--- src/rtl/imem_loader_pkg.sv ---
// Shared definitions for the instruction-memory loader: FSM state encoding
// and stream framing constants.
// No ports; imported by imem_loader and imem_word_packer.
package imem_loader_pkg;

    typedef enum logic [2:0] {
        HDR_HI,
        HDR_LO,
        WORD,
        CHK,
        FIN,
        DONE,
        ERR
    } state_t;

    localparam int HDR_BYTES  = 2;
    localparam int WORD_BYTES = 4;

    // Running XOR used for the optional image checksum.
    function automatic logic [7:0] chk_fold(input logic [7:0] acc, input logic [7:0] b);
        return acc ^ b;
    endfunction

endpackage

--- src/rtl/imem_word_packer.sv ---
// Byte-to-word assembler: shifts stream bytes MSB first and flags the 4th byte.
// Ports: clock/reset, shift_en (byte accepted), byte_in; word is the 32-bit
// big-endian word including the current byte, word_ready pulses with the 4th byte.
module imem_word_packer
    import imem_loader_pkg::*;
(
    input  logic        clock,
    input  logic        reset,
    input  logic        shift_en,
    input  logic [7:0]  byte_in,
    output logic [31:0] word,
    output logic        word_ready
);

    logic [23:0] sreg;
    logic [1:0]  idx;

    always_ff @(posedge clock or posedge reset) begin
        if (reset) begin
            sreg <= '0;
            idx  <= '0;
        end else if (shift_en) begin
            sreg <= {sreg[15:0], byte_in};
            idx  <= idx + 2'd1;   // wraps to 0 after the last byte of a word
        end
    end

    // The completed word is presented combinationally alongside its final
    // byte so the FSM can register it on the same accepting edge.
    assign word       = {sreg, byte_in};
    assign word_ready = shift_en && (idx == 2'(WORD_BYTES - 1));

endmodule

--- src/rtl/imem_loader.sv ---
// Instruction-memory loader: parses a count-prefixed byte stream, writes
// 32-bit big-endian words from address 0 and holds the core in reset until done.
// Ports: clock, reset (async high), start, in_valid/in_data/in_ready byte
// stream, mem_we/mem_addr/mem_wdata write port, core_reset, done, error.
// Optional macro IMEM_LOADER_CHECKSUM_EN adds a trailing XOR checksum byte.
module imem_loader
    import imem_loader_pkg::*;
#(
    parameter int ADDR_W = 8
) (
    input  logic              clock,
    input  logic              reset,
    input  logic              start,
    input  logic              in_valid,
    input  logic [7:0]        in_data,
    output logic              in_ready,
    output logic              mem_we,
    output logic [ADDR_W-1:0] mem_addr,
    output logic [31:0]       mem_wdata,
    output logic              core_reset,
    output logic              done,
    output logic              error
);

    localparam logic [31:0] CAP = 32'd1 << ADDR_W;

    state_t          state;
    logic [7:0]      cnt_hi;
    logic [ADDR_W:0] n_words;
    logic [ADDR_W:0] word_cnt;   // one bit wider so a full-capacity image never wraps
    logic            accept;
    logic [15:0]     n_word;
    logic            oversize;
    logic            last_word;
    logic [31:0]     word;
    logic            word_ready;
`ifdef IMEM_LOADER_CHECKSUM_EN
    logic [7:0]      chk_acc;
`endif

    assign accept    = in_valid && in_ready;
    assign n_word    = {cnt_hi, in_data};
    assign oversize  = {16'd0, n_word} > CAP;
    assign last_word = (word_cnt == n_words - 1'b1);

    imem_word_packer u_packer (
        .clock      (clock),
        .reset      (reset),
        .shift_en   (accept && (state == WORD)),
        .byte_in    (in_data),
        .word       (word),
        .word_ready (word_ready)
    );

    always_ff @(posedge clock or posedge reset) begin
        if (reset) begin
            state      <= HDR_HI;
            cnt_hi     <= '0;
            n_words    <= '0;
            word_cnt   <= '0;
            in_ready   <= 1'b1;
            mem_we     <= 1'b0;
            mem_addr   <= '0;
            mem_wdata  <= '0;
            core_reset <= 1'b1;
            done       <= 1'b0;
            error      <= 1'b0;
`ifdef IMEM_LOADER_CHECKSUM_EN
            chk_acc    <= '0;
`endif
        end else begin
            mem_we <= 1'b0;
            case (state)
                HDR_HI: begin
                    if (accept) begin
                        cnt_hi <= in_data;
`ifdef IMEM_LOADER_CHECKSUM_EN
                        chk_acc <= in_data;
`endif
                        state  <= HDR_LO;
                    end
                end
                HDR_LO: begin
                    if (accept) begin
`ifdef IMEM_LOADER_CHECKSUM_EN
                        chk_acc <= chk_fold(chk_acc, in_data);
`endif
                        word_cnt <= '0;
                        n_words  <= n_word[ADDR_W:0];
                        if (oversize) begin
                            state    <= ERR;
                            in_ready <= 1'b0;
                            error    <= 1'b1;
                        end else if (n_word == 16'd0) begin
`ifdef IMEM_LOADER_CHECKSUM_EN
                            state    <= CHK;
`else
                            state    <= FIN;
                            in_ready <= 1'b0;
`endif
                        end else begin
                            state <= WORD;
                        end
                    end
                end
                WORD: begin
                    if (accept) begin
`ifdef IMEM_LOADER_CHECKSUM_EN
                        chk_acc <= chk_fold(chk_acc, in_data);
`endif
                        if (word_ready) begin
                            mem_we    <= 1'b1;
                            mem_addr  <= word_cnt[ADDR_W-1:0];
                            mem_wdata <= word;
                            word_cnt  <= word_cnt + 1'b1;
                            if (last_word) begin
`ifdef IMEM_LOADER_CHECKSUM_EN
                                state    <= CHK;
`else
                                state    <= FIN;
                                in_ready <= 1'b0;
`endif
                            end
                        end
                    end
                end
`ifdef IMEM_LOADER_CHECKSUM_EN
                CHK: begin
                    if (accept) begin
                        in_ready <= 1'b0;
                        if (in_data == chk_acc) begin
                            state <= FIN;
                        end else begin
                            state <= ERR;
                            error <= 1'b1;
                        end
                    end
                end
`endif
                // FIN gives the last memory write a full cycle to commit
                // before the DONE-state outputs release the core.
                FIN: begin
                    state <= DONE;
                end
                DONE: begin
                    if (start) begin
                        state      <= HDR_HI;
                        in_ready   <= 1'b1;
                        done       <= 1'b0;
                        core_reset <= 1'b1;
                    end else begin
                        done       <= 1'b1;
                        core_reset <= 1'b0;
                    end
                end
                ERR: begin
                    if (start) begin
                        state    <= HDR_HI;
                        in_ready <= 1'b1;
                        error    <= 1'b0;
                    end
                end
                default: begin
                    state    <= HDR_HI;
                    in_ready <= 1'b1;
                end
            endcase
        end
    end

endmodule

--- config.mk ---
export PLATFORM = sky130hd
export DESIGN_NAME = imem_loader
export DESIGN_NICKNAME = d
export VERILOG_FILES = /design/src/rtl/imem_loader_pkg.sv /design/src/rtl/imem_word_packer.sv /design/src/rtl/imem_loader.sv
export SDC_FILE = /design/constraint.sdc
export NUM_CORES = 1
export LEC_CHECK = 0
export ABC_AREA = 1
export BUFFER_PORTS_ARGS = -buffer_cell sky130_fd_sc_hd__buf_4
export CORE_MARGIN = 5
export CORE_UTILIZATION = 55
export CTS_BUF_LIST = sky130_fd_sc_hd__clkbuf_4 sky130_fd_sc_hd__clkbuf_8
export DETAILED_ROUTE_END_ITERATION = 8
export GPL_ROUTABILITY_DRIVEN = 0
export PLACE_DENSITY = 0.82
export SLEW_MARGIN = 30
export SYNTH_ARGS = -nofsm -noshare
export SYNTH_HDL_FRONTEND = slang
export SYNTH_SLANG_ARGS = --single-unit
--- constraint.sdc ---
create_clock -name clock -period 3.26 [get_ports clock]
set_input_delay 0 -clock clock [delete_from_list [all_inputs] [get_ports clock]]
set_output_delay 0 -clock clock [all_outputs]
set_load 0.1 [all_outputs]
==> results of run 1 <==
==> layout by cell type, fill, tap and decap left out, types with 4 or more instances in the layout <==
| master | n |
|---|---|
| inv_1 | 67 |
| o21ai_0 | 87 |
| nor2_1 | 28 |
| buf_4 | 59 |
| nor3_1 | 5 |
| dfrtp_1 | 98 |
| clkbuf_8 | 10 |
| nand2_1 | 149 |
| dlygate4sd3_1 | 10 |
| nand4_1 | 4 |
| a21oi_1 | 8 |
| xnor2_1 | 5 |
| nand3_1 | 14 |
==> through the flow <==
| step | hold WS, ps | setup WS, ps | total power [uW] | std cells |
|---|---|---|---|---|
| 2_1_floorplan | 88.7 | 645 | 1290 | 514 |
| 3_3_place_gp | 26.9 | 1160 | 1310 | 658 |
| 3_5_place_dp | 30.1 | 1070 | 1310 | 658 |
| 4_1_cts | 110 | 1050 | 2150 | 684 |
| 5_1_grt | 126 | 837 | 2220 | 684 |
| 6_report | 125 | 1110 | 2130 | 684 |
==> critical path, cell delays in order, from the launching register on <==
cell     delay, ps
dfstp_2        560
nand2_1        170
nor2_4         180
nand2_4        360
nand2_2        220
nand2_4         90
nor2_4         120
nand3_2         90
nor2_2         110
nand2_1         60
nand2_1         50
nor2_1          40
==> what timing repair did <==
item | in CTS | in global routing
hold buffers | 10 | 0
setup endpoints to repair | 0 | 0
endpoints found under the hold margin | 64 | 0
==> cell type report <==
cell class / instances / area [um^2] / share of cell area, %
clock buffers: 10 / 138 / 2.64
repair buffers: 69 / 543 / 10.4
well taps: 102 / 128 / 2.45
multi-input cells: 327 / 1560 / 29.9
clock inverters: 6 / 76.3 / 1.46
flip-flops and latches: 100 / 2500 / 48.0
inverters: 70 / 265 / 5.09
==> metal layers <==
metal,vias to the layer above,share of wire [%],track usage (%)
met5,-,0,0
met4,0,2.7,7.56
met3,22,6.0,5.47
met2,128,47,32.9
met1,1651,45,26.8
li1,1742,-,-
==> registers in the layout, summed over array words and instances (netlist names) <==
register	flops
u_packer.idx	2
n_words	9
error	1
done	1
u_packer.sreg	24
cnt_hi	8
mem_addr	8
core_reset	1
mem_we	1
mem_wdata	32
state	3
word_cnt	9
in_ready	1
==> power by group <==
part           internal [uW]  switching, uW  total (uW)  leakage, uW
clock network            391            443         834     0.000110
logic                   19.3           36.7        56.0      0.00136
registers               1240              0        1240      0.00120
total                   1650            479        2130      0.00266
==> cell families (layout without fill, tap and decap cells) <==
family          Yosys count  count (layout)  synth area share, %
flops                   100             100                 57.0
simple gates            213             213                 20.6
buf+inv                  87             155                 7.51
fa+ha+maj                 3               3                0.854
xor+xnor                  8               8                 1.59
mux                       1               1                0.256
compound gates          102             102                 12.2
==> path summary, 6_finish.rpt <==
path | slack, ps | endpoint | start
worst max-delay path | 1110 | word_cnt[7] | in_ready
worst min-delay path | 120 | mem_we | in_valid
worst max register to register | 1110 | word_cnt[7] | in_ready
worst min register to register | 480 | u_packer.idx[0] | u_packer.idx[0]
max in group asynchronous | 2230 | u_packer.sreg[7] | reset
min in group asynchronous | 180 | u_packer.sreg[17] | reset
==> qor.yml, run 1 <==
vias: 3543
syn-mean-instance-area_um2: 8.55
die-area_um2: 9880
finalSetupViolCount: 0
path_max_fanout: 80
cts_setup_buffers: 0
ff2ff_path_depth: 11
ys.flop_type: "dfrtp_1"
netlist-cell-type-count: 34
first_pass_iters: 5
grt_usage_pct: 20.5
synth.cell_area_um2: 4400
clockBufferDepth: 2
ctsHtreeMaxLevel: 3
arrival_ps: 2410
cts-resized-gates: 0
criticalPathCategory: "flop to flop"
core_region_area_um2: 7770
syn_to_final_growth_pct: 18.6
cts.sinks: 100
critPathCaptureType: "flop"
min_path_cells: 3
async_reset_ff_share_pct: 100
drc: 0
antenna_cells: 0
synth_warnings: 0
critPathLaunchType: "flop"
synth_top_cells_by_count: "nand2_1 (149), dfrtp_1 (98), o21ai_0 (87)"
syn-num-nets: 529
final_area_um2: 5220
insertion_delay_ps: 360
io-pin-count: 57
cts_buffers: 9
fmax_mhz: 464
worstMarginPinSlew_ps: 850
drive_gt1_share_pct: 16.2
synth_area_leader_cell: "dfrtp_1"
yosysMostFrequentCell: "nand2_1"
ant_nets: 0
skew_ps: 13.6
p_per_area_nw_per_um2: 408
syn_inst: 514
grt_max_degree: 81
grt_overflow_total: 0
maxSlewViolCount: 0
slew-limit-headroom_pct: 43.1
fill_cells: 628
required_ps: 3520
cellLeakagePower_uw: 0.00266
avgViaCountPerCell: 5.18
drt_iter0_drc: 250
final_util_pct: 67.1
start_util_pct: 56.6
yosys-top-cells-area: "dfrtp_1 (56%), nand2_1 (13%), o21ai_0 (9.9%), inv_1 (5.8%), nor2_1 (2.4%)"
num_rows: 32
fin_setup_tns_ps: 0
die_y_um: 99.4
antenna_found_initial: 0
cts_tree: "built"
period_needed_ps: 2150
hold_viol: 0
placed_area_um2: 4900
routedWlPerCell_um: 13.7
grt_pass1_vias: 3554
rsz0062_at_grt: "no"
maxCapViolations: 0
vdd_ir_drop_max_mv: 0.317
ys_ff_latch: 100
yosys.area.top_type_share_pct: 55.8
fin_crit_sh_pct: 66.1
grt_pass1_wl_mm: 16.5
hp-class: "input port to flop"
dp_hpwl_mm: 6.67
synth-edff-count: 0
clk_transition_reported_paths_ps: 90
outcome: "completed"
drt_wl_total_mm: 9.37
io_buffer_count: 56
nets: 592
ys_seq_area_share_pct: 57.0
die_w_um: 99.4
root_buffer: "clkbuf_8"
No activity file was read; power rests on OpenSTA's default activity.
==> run 2: changes to the inputs <==
clock period = 2.25 ns   (was 3.26 ns; I/O delays follow)
==> run 2 against run 1 <==
  * Global-route usage decreased by 0.24 points
  * Register-to-register slack got worse by 870 ps
  * Utilization grew 0.82 points
  * Clock-buffer cell count increased by 1
  * Largest power group unchanged
  * Die area stayed put
  * Critical path type unchanged
  * Design area grew 1.2%
==> qor.yml, run 2 (synthesis results as in run 1) <==
core_region_area_um2: 7770
layout_commonest_cell: "nand2_1"
drive_gt1_share_pct: 16.6
io_buffer_count: 56
cts_tree: "built"
nets: 595
clockBufferDepth: 2
root_buffer: "clkbuf_8"
timing.rr.end: "state[0]"
startpoint: "n_words[0]"
outcome: "completed"
antenna_found_initial: 0
cp_slowest_cell: "dfrtp_1"
slew-limit-headroom_pct: 55.6
biggestRegsByFlops: "mem_wdata x32, u_packer.sreg x24"
placed_cells: 660
first_pass_iters: 5
start_util_pct: 56.6
die-area_um2: 9880
p_per_area_nw_per_um2: 597
die_y_um: 99.4
maxSlewViolCount: 0
skew_ps: 12.8
regToRegStartpoint: "n_words[0]"
cpPeakStageDelay_ps: 420
clk_transition_reported_paths_ps: 90
grt_usage_pct: 20.2
fin_cells: 687
largest_reg_flops: 32
vdd_ir_drop_max_mv: 0.321
path_cells: "inv_1 > ha_1 > nand3_1 > nor2_1 > nand2_1 > nand3_1 > nand3_1 > o21bai_2 > nand2_1 > nand2_1 > nand2_1"
crit_cells: 11
final_area_um2: 5280
grt_pass1_vias: 3489
finalSetupViolCount: 0
drc: 0
hold_viol: 0
ctsHtreeMaxLevel: 3
syn_to_final_growth_pct: 20.1
cp_top_family: "simple AND/OR/NAND/NOR gates"
path_max_fanout: 5
dp_hpwl_mm: 6.62
fmax_mhz: 497
maxCapViolations: 0
holdWs_ps: 119
cts_buffers: 9
routedWlPerCell_um: 13.8
cp_common_cell: "nand2_1"
critPathLaunchType: "flop"
cts.sinks: 100
cts_hold_buf: 10
avgViaCountPerCell: 5.15
crit_buf_inv: 1
critPathCaptureType: "flop"
final_cell_mix: "nand2_1 (149), dfrtp_1 (98), o21ai_0 (87)"
r2r_setup_slack_ps: 240
top_register: "mem_wdata"
cts_setup_buffers: 0
io-pin-count: 57
grt_pass1_wl_mm: 16.2
required_ps: 2500
grt_max_degree: 80
ant_nets: 0
die_w_um: 99.4
drt_iter0_drc: 282
cts-resized-gates: 0
hp-class: "input port to flop"
num_rows: 32
arrival_ps: 2260
placed_area_um2: 4930
rsz0062_at_grt: "no"
vias: 3539
hold_start: "in_valid"
worstMarginPinSlew_ps: 666
ff2ff_path_depth: 11
cellLeakagePower_uw: 0.00269
criticalPathCategory: "flop to flop"
period_needed_ps: 2010
antenna_cells: 0
grt_overflow_total: 0
insertion_delay_ps: 350
drt_wl_total_mm: 9.47
fin_setup_tns_ps: 0
fin_crit_sh_pct: 89.4
endpoint: "state[0]"
fill_cells: 629
## run 2: cell types whose count changed in the layout (fill, tap and decap cells not counted)
cell and delta:
clkbuf_4 +2, bufinv_16 +1, clkbuf_8 -1, buf_4 +1, inv_4 -1, clkinvlp_4 +1, inv_8 -1, clkinv_4 -1
buf_16 +1, buf_12 +1, inv_6 -1, clkinv_2 +1
## run 2: per-layer routing
metal,routed length [um],track usage (%),vias to the layer above
met1,4150,27.2,1635
met5,0,0,-
met4,253,8.19,0
met2,4430,32.3,128
li1,-,-,1750
met3,635,4.21,26
## run 2: tightest hold or removal path, delay by kind of cell
family / cells / cell delay [ps]
buffers and inverters: 1 / 120
AND/OR/NAND/NOR: 2 / 320
## run 2: how the worst min path moves through the flow
| stage | end | slack (ps) | cells past startpoint |
|---|---|---|---|
| after CTS | mem_we | 100 | 3 |
| after detailed placement | error | 190 | 2 |
| final | mem_we | 120 | 3 |
| after global routing | mem_we | 130 | 3 |
| after global placement | error | 190 | 2 |
| after floorplan | error | 90 | 1 |
## run 2: final cells by class
type | instances | area (um^2) | share of cell area (%)
clock buffers | 11 | 139 | 2.63
clock inverters | 5 | 82.6 | 1.56
inverters | 70 | 267 | 5.05
multi-input cells | 327 | 1560 | 29.6
flip-flops and latches | 100 | 2500 | 47.5
well taps | 102 | 128 | 2.42
repair buffers | 72 | 598 | 11.3
## run 2: stage by stage
step	setup slack, ps	util (%)	power [uW]
after floorplan	143	-	1860
final	239	68.0	3150
after global routing	120	68.0	3270
after CTS	270	67.6	3170
after global placement	472	63.5	1900
after detailed placement	279	63.5	1910
## run 2: where the power goes
part / switching, uW / leakage [uW] / internal (uW)
registers: 0 / 0.00120 / 1800
clock network: 607 / 0.000115 / 658
logic: 56.1 / 0.00138 / 35.3
total: 663 / 0.00269 / 2490
==> run 3: changes to the inputs <==
CELL_PAD_IN_SITES_DETAIL_PLACEMENT = 1   (was unset)
CELL_PAD_IN_SITES_GLOBAL_PLACEMENT = 2   (was unset)
CORE_UTILIZATION = 36   (was 55)
PLACE_DENSITY = 0.88   (was 0.82)
==> run 3 against run 2 <==
  * Combinational power increased by 4.3%
  * Clock skew is 1.3 ps lower
  * Via count fell by 0.88%
  * Non-clock buffer count up 1
  * Setup slack gained 81 ps
  * Global-route usage decreased by 3.7 points
  * Clock power decreased by 11%
  * Sequential share of layout area shrank 0.35 points
  * Critical path type unchanged
  * Critical endpoint is now state[1]
  * Largest power group unchanged
  * Highest routed layer unchanged
==> qor.yml, run 3 (synthesis results as in run 1) <==
biggestRegsByFlops: "mem_wdata x32, u_packer.sreg x24"
timing.rr.end: "state[1]"
min_to: "mem_we"
slew-limit-headroom_pct: 62.5
start_util_pct: 36.6
maxSlewViolCount: 0
clk_transition_reported_paths_ps: 100
vdd_ir_drop_max_mv: 0.249
p_per_area_nw_per_um2: 568
hold_viol: 0
clockBufferDepth: 2
grt_pass1_vias: 3833
hold_start: "in_valid"
p_total_uw: 3020
grt_max_degree: 61
io-pin-count: 57
die_y_um: 120
arrival_ps: 2190
ctsHtreeMaxLevel: 3
r2r_setup_slack_ps: 320
top_register: "mem_wdata"
avgViaCountPerCell: 4.79
critPathLaunchType: "flop"
num_rows: 40
multi_input_area_um2: 1560
io_buffer_count: 56
period_needed_ps: 1930
cts.sinks: 100
nets: 596
skew_ps: 11.5
syn_to_final_growth_pct: 21.0
criticalPathCategory: "flop to flop"
drt_iter0_drc: 113
rsz0062_at_grt: "no"
hp-class: "input port to flop"
largest_reg_flops: 32
seqCellArea_um2: 2500
maxCapViolations: 0
grt_pass1_wl_mm: 19.3
ant_nets: 0
required_ps: 2510
grt_overflow_total: 0
first_pass_iters: 4
cts_buffers: 9
layout_commonest_cell: "nand2_1"
vias: 3508
regToRegStartpoint: "n_words[0]"
die_w_um: 120
fmax_mhz: 518
grt_usage_pct: 16.5
fin_setup_tns_ps: 0
antenna_found_initial: 0
critPathCaptureType: "flop"
fin_crit_sh_pct: 85.8
final_cell_mix: "nand2_1 (149), dfrtp_1 (98), o21ai_0 (87)"
dp_hpwl_mm: 8.16
die-area_um2: 14500
cellLeakagePower_uw: 0.00268
drc: 0
insertion_delay_ps: 370
root_buffer: "clkbuf_8"
worstMarginPinSlew_ps: 561
antenna_cells: 0
routedWlPerCell_um: 15.0
ff2ff_path_depth: 11
drive_gt1_share_pct: 16.7
cts_tree: "built"
fill_cells: 1455
finalSetupViolCount: 0
min_path_cells: 3
drt_wl_total_mm: 11.0
outcome: "completed"
core_region_area_um2: 12000
path_max_fanout: 5
[run 3: cell type report]
type	instances	share of cell area [%]
repair buffers	73	11.4
clock buffers	9	2.33
flip-flops and latches	100	47.1
inverters	70	5.01
clock inverters	7	1.36
multi-input cells	327	29.3
well taps	147	3.46
[run 3: what timing repair did]
action	CTS	global route
gates resized for setup	0	0
hold buffers	10	0
setup buffers	0	0
endpoints found under the hold margin	69	0
[run 3: where the power goes]
group          internal (uW)  switching (uW)
clock                    433             694
sequential              1800               0
combinational           36.4            58.8
[run 3: metal layers]
layer	track usage (%)	vias up	part of all wire (%)
met5	0	-	0
met4	5.74	0	1.0
met3	2.71	8	3.4
met2	27.1	50	48
met1	22.3	1707	48
li1	-	1743	-
[run 3: worst max-delay path by stage]
| stage | start | end | slack (ps) | cells past startpoint |
|---|---|---|---|---|
| after global routing | n_words[0] | state[1] | 2 | 11 |
| after CTS | n_words[0] | state[1] | 290 | 11 |
| after global placement | n_words[0] | state[1] | 420 | 11 |
| after detailed placement | n_words[0] | state[0] | 290 | 11 |
| final | n_words[0] | state[1] | 320 | 11 |
| after floorplan | in_ready | word_cnt[7] | 140 | 11 |
[run 3: worst max-delay path, stage by stage, from the launching register on]
cell and delay [ps]:
dfrtp_1 420, inv_1 120, ha_1 230, nand3_1 120, nor2_1 220, nand2_1 90
nand3_1 90, nand3_1 90, o21bai_2 240, nand2_1 100, nand2_1 70, nand2_1 50
[run 3: metrics by stage]
stage / hold WS (ps) / util (%) / cells / area (um^2) / setup WS (ps)
floorplan: 88.7 / - / 514 / 4400 / 143
global placement: 185 / 41.6 / 706 / 4990 / 425
detailed placement: 188 / 41.6 / 706 / 4990 / 294
CTS: 92.6 / 44.0 / 732 / 5290 / 290
global route: 125 / 44.3 / 733 / 5320 / 1.99
finish: 111 / 44.3 / 733 / 5320 / 321
